$ cat config.mk
export PLATFORM = sky130hd
export DESIGN_NAME = reg_bank_arbiter
export DESIGN_NICKNAME = d
export VERILOG_FILES = /design/src/rtl/reg_bank_arbiter.sv
export SDC_FILE = /design/constraint.sdc
export NUM_CORES = 1
export LEC_CHECK = 0
export CORE_MARGIN = 4
export CORE_UTILIZATION = 25
export CTS_BUF_LIST = sky130_fd_sc_hd__clkbuf_8
export DETAILED_ROUTE_END_ITERATION = 10
export MAX_ROUTING_LAYER = met4
export RECOVER_POWER = 25
export SLEW_MARGIN = 15
export SYNTH_ARGS = -nofsm -noshare
export SYNTH_HDL_FRONTEND = slang
export SYNTH_SLANG_ARGS = --single-unit
$ cat constraint.sdc
create_clock -name Clk -period 1.6 [get_ports Clk]
set_input_delay 0.24 -clock Clk [delete_from_list [all_inputs] [get_ports Clk]]
set_output_delay 0.24 -clock Clk [all_outputs]
set_load 0.05 [all_outputs]
$ cat src/rtl/reg_bank_arbiter.sv
// Two-requester round-robin arbiter in front of a 4 x 8-bit register bank.
// Each access runs IDLE -> SERVE -> DONE: it is granted in SERVE, the bank is
// read or written at the edge that closes SERVE, and it is acknowledged in DONE.
//
// Ports:
//   Clk          system clock, rising edge
//   Reset        synchronous active-high reset
//   Req[1:0]     per-requester access request
//   We[1:0]      per-requester write enable (1 = write, 0 = read)
//   Addr0/Addr1  register index for requester 0 / 1
//   Din0/Din1    write data for requester 0 / 1
//   Gnt[1:0]     one-hot grant, high during SERVE
//   Ack[1:0]     one-cycle completion pulse, high during DONE
//   Dout[7:0]    result of the last completed access
//   Busy         high whenever the FSM is not in IDLE
module reg_bank_arbiter (
  input  logic       Clk,
  input  logic       Reset,
  input  logic [1:0] Req,
  input  logic [1:0] We,
  input  logic [1:0] Addr0,
  input  logic [1:0] Addr1,
  input  logic [7:0] Din0,
  input  logic [7:0] Din1,
  output logic [1:0] Gnt,
  output logic [1:0] Ack,
  output logic [7:0] Dout,
  output logic       Busy
);

  localparam int unsigned DATA_W = 8;
  localparam int unsigned ADDR_W = 2;
  localparam int unsigned DEPTH  = 4;
  localparam int unsigned N_REQ  = 2;

  typedef enum logic [1:0] {
    IDLE  = 2'd0,
    SERVE = 2'd1,
    DONE  = 2'd2
  } state_e;

  state_e              state_q, state_d;
  logic                sel_q, sel_d;      // requester currently being served
  logic                last_q, last_d;    // requester served most recently
  logic [N_REQ-1:0]    gnt_q, gnt_d;
  logic [N_REQ-1:0]    ack_q, ack_d;
  logic [DATA_W-1:0]   dout_q, dout_d;
  logic                busy_q, busy_d;
  logic [DATA_W-1:0]   bank_q [DEPTH];
  logic [DATA_W-1:0]   bank_d [DEPTH];

  logic [ADDR_W-1:0]   addr_sel;
  logic [DATA_W-1:0]   din_sel;
  logic                we_sel;

  // Operand mux: the selected requester's address, data and write enable.
  always_comb begin
    addr_sel = sel_q ? Addr1 : Addr0;
    din_sel  = sel_q ? Din1  : Din0;
    we_sel   = sel_q ? We[1] : We[0];
  end

  // Next-state, arbitration and bank access.
  always_comb begin
    state_d = state_q;
    sel_d   = sel_q;
    last_d  = last_q;
    gnt_d   = '0;
    ack_d   = '0;
    dout_d  = dout_q;
    bank_d  = bank_q;

    case (state_q)
      IDLE: begin
        if (|Req) begin
          // On a tie the requester not served last wins; otherwise the lone one.
          if (Req == 2'b11) begin
            sel_d = ~last_q;
          end else begin
            sel_d = Req[1];
          end
          gnt_d   = sel_d ? 2'b10 : 2'b01;
          state_d = SERVE;
        end
      end
      SERVE: begin
        if (we_sel) begin
          bank_d[addr_sel] = din_sel;
          dout_d           = din_sel;
        end else begin
          dout_d = bank_q[addr_sel];
        end
        ack_d   = sel_q ? 2'b10 : 2'b01;
        last_d  = sel_q;
        state_d = DONE;
      end
      DONE: begin
        state_d = IDLE;
      end
      default: begin
        state_d = IDLE;
      end
    endcase

    busy_d = (state_d != IDLE);
  end

  // State and output registers; reset overrides any in-flight access.
  always_ff @(posedge Clk) begin
    if (Reset) begin
      state_q <= IDLE;
      sel_q   <= 1'b0;
      last_q  <= 1'b1;
      gnt_q   <= '0;
      ack_q   <= '0;
      dout_q  <= '0;
      busy_q  <= 1'b0;
      bank_q  <= '{default: '0};
    end else begin
      state_q <= state_d;
      sel_q   <= sel_d;
      last_q  <= last_d;
      gnt_q   <= gnt_d;
      ack_q   <= ack_d;
      dout_q  <= dout_d;
      busy_q  <= busy_d;
      bank_q  <= bank_d;
    end
  end

  assign Gnt  = gnt_q;
  assign Ack  = ack_q;
  assign Dout = dout_q;
  assign Busy = busy_q;

endmodule

==> results.md <==
* Final HPWL DP at 4110 µm
* Root buffer cell: clkbuf_8
* Placed cell areas at 2900 µm²
* Finished Cell Area at roughly 3200 µm²
* Fin crit period at about 1.7 ns
* Iter 0 DRT Violations at 79
* Clock skew at 0.00348 ns
* R2r endpoint: bank_q[18]$_SDFFE_PP0P_
* Wire length on met3 at 334 µm
* RSZ-0062 raised after global routing: yes
* Largest net degree at the start of global routing at 26
* M1 WL at roughly 2800 µm
* R2r worst-path depth at 7
* Failing checks: setup timing
* Vias in the first global route at 1890
* YS warnings at 0
* Post-Syn Area at ~2200 µm²
* CP Capture Type: flip-flop
* Power density relative to cell area at 840 nW/µm²
* Most frequent cell after synthesis: dfxtp_1
* Total Routing Usage GR at 11.7%
* Total inserted antenna cells at 0
* Clock sinks at 49
* P_leak at 1.18 nW
* Relative slew slack at 68.9%
* Syn Inst Count at 227
* Clk_lat worst skew at 0.30 ns
* Final period utilization at 108%
* Number of synthesized flops with an enable pin at 0
* Hold WS at 0.482 ns
* Worst reg2reg setup slack at -0.13 ns
* Die width at just over 100 µm
* Hold Path Class: flip-flop to flip-flop
* Worst vdd ir at 0.308 mV
* Final worst slack at -0.128 ns
* Req. time, crit path at 1.78 ns
* Proportion of layout cells with a drive suffix above 1 at 33.9%
* Worst reg2reg path startpoint: sel_q$_SDFFE_PP0P_
* Via count at 2029
* Synthesis-to-finish area growth at 43.9%
* Max Cap Viol at 0
* Die Span Y at approximately 100 µm
* Synth cell count leaders: 49 x dfxtp_1, 40 x nor2_1, 34 x a211oi_1
* Slew @ Worst Pin at 0.466 ns
* Placed Cells at 388
* Xor and xnor area share after synthesis at 0%
* Initial antenna violation count at 0
* Area share of the largest cell type after synthesis at 44.0%
* Post-Synth Adder-Cell Area at 0%
* Top cell type by total area after synthesis: dfxtp_1
* Total CTS buffers at 5
* Slew Limit Fails at 0
* CP arrival at around 1.9 ns
* DR WL/cell at about 15 µm
* Fillcell total at 873
* Final ANT Viol Nets at 0
* Synthesized area per cell at approximately 9.8 µm²
* Vias per cell at 4.96
* CTS Buffer Depth at 2
* First-pass GRT wire length at just over 9000 µm
* Port-buffer cells at 38
* Seq/Total Area, Yosys at 44.0%
* Fmax at 0.579 GHz
* Final setup viols at 22
* Met2 routed WL at approximately 3100 µm
* CTS tree: yes
* H-tree depth at 2
* Num ports at 39
* Post-Synth Simple-Gate Area at 15.3%
* Top cells by area, synth: dfxtp_1 44%, a211oi_1 11%, nor2_1 6.7%
* Total gr overflow at 0
* Die Area at 10500 µm²
* Detailed Route WL at between 6000 and 7000 µm
* Synth Area in Compound Gates at 24.4%
* Hold violation total from the final report at 0
* Setup crit start kind: flip-flop
* # rows at 34
* Largest family of logic cells by synthesized area: compound AO/OA/AOI/OAI gates
* Cts hold-fix bufs at 0
* Top layer in use: met4
* Synth async-reset ratio at 0%
* Multiplexer area fraction after synthesis at 10.7%
* CORE AREA at 8680 µm²
* Top FF cell, synth: dfxtp_1
* DP Worst Slack at -0.355 ns
* Crit-path max FO at 8
* Fin nets at 327
* Synth Register Bits at 49
* WS Path Type: flip-flop to flip-flop
* Yosys cell types at 32
* Worst hold start: bank_q[16]$_SDFFE_PP0P_
* Hold path depth at 2
* TritonRoute pass-1 iters at 4
* Initial Utilization at roughly 26%
* Layout Cells excl Fill at just over 400
* Status: finished with violations
* Hold worst-path end: Dout[0]$_SDFFE_PP0N_
* RePlAce Congestion at 0.795
* Syn_nets at 253
* DRC at 0
* Clock-pin slew on the worst setup and hold paths at 0.09 ns
kinds of logic (layout without fill, tap and decap cells):
group / count (synthesis) / in the layout
DFF: 49 / 49
muxes: 21 / 21
buffers and inverters: 18 / 92
AOI/OAI and AO/OA: 69 / 69
and+or+nand+nor: 70 / 70
power by group:
part / internal (mW) / switching, mW
registers: 1.27 / 0.0350
clock network: 0.338 / 0.400
logic: 0.300 / 0.346
total: 1.91 / 0.781
timing repair:
| item | 4_1_cts | 5_1_grt |
|---|---|---|
| endpoints found under the setup margin | 36 | 33 |
| gates cloned | 0 | 2 |
| pin swaps | 0 | 15 |
| gates resized for setup | 5 | 24 |
| hold endpoints to repair | 0 | 0 |
| buffers inserted | 3 | 9 |
metal layers:
metal	up-vias	global-route usage (%)
met1	974	14.0
met2	47	19.7
li1	1000	-
met4	0	3.03
met5	-	-
met3	8	2.80
worst max-delay path: stages (launching register included):
cell	delay, ns
dfxtp_4	0.37
buf_6	0.12
or3b_4	0.38
a211oi_4	0.29
buf_12	0.16
buf_8	0.13
buf_6	0.09
a211oi_1	0.07
stage by stage:
stage,util (%),total power [mW],setup TNS [ns]
after floorplan,-,1.68,-0.0240
after detailed placement,33.4,1.94,-10.76
after global routing,36.9,2.79,-3.50
after CTS,34.8,2.66,-0.530
final,36.9,2.69,-1.60
after global placement,33.4,1.93,-9.65
placed cells by master (no fill, tap or decap), drive strengths merged:
cell type,n
nand2b,1
nand3,7
nor3,3
inv,2
dfxtp,49
dlygate4sd2,1
and2,1
mux2i,11
nor2b,2
buf,58
nand3b,2
a22oi,7
a211oi,39
a221oi,8
or3b,1
clkdlybuf4s50,23
a31oi,2
a21boi,1
o211a,1
o21ai,9
a311o,2
mux2,10
nor2,40
or2,1
nand2,9
nor3b,1
dlymetal6s2s,1
nor4,2
clkbuf,7
sequential cells by signal, summed over array words and instances (netlist names):
register	cells
Gnt	2
state_q	2
Ack	2
last_q	1
sel_q	1
Dout	8
bank_q	32
Busy	1
worst max-delay path by stage:
stage	from	to
after floorplan	sel_q$_SDFFE_PP0P_	Dout[6]$_SDFFE_PP0N_
after global placement	Addr0[1]	Dout[6]$_SDFFE_PP0N_
after detailed placement	Addr0[0]	bank_q[17]$_SDFFE_PP0P_
after CTS	sel_q$_SDFFE_PP0P_	bank_q[18]$_SDFFE_PP0P_
after global routing	sel_q$_SDFFE_PP0P_	bank_q[18]$_SDFFE_PP0P_
final	sel_q$_SDFFE_PP0P_	bank_q[18]$_SDFFE_PP0P_
layout make-up:
cell class | instances | area (µm²) | area share, %
clock buffer | 6 | 82.6 | 2.58
clock inverter | 1 | 3.75 | 0.117
inverter | 1 | 3.75 | 0.117
multi-input combinational | 160 | 1190 | 37.2
sequential | 49 | 987 | 30.8
tap | 108 | 135 | 4.22
timing repair buffer | 84 | 801 | 25.0
No activity file was read; power rests on OpenSTA's default activity.
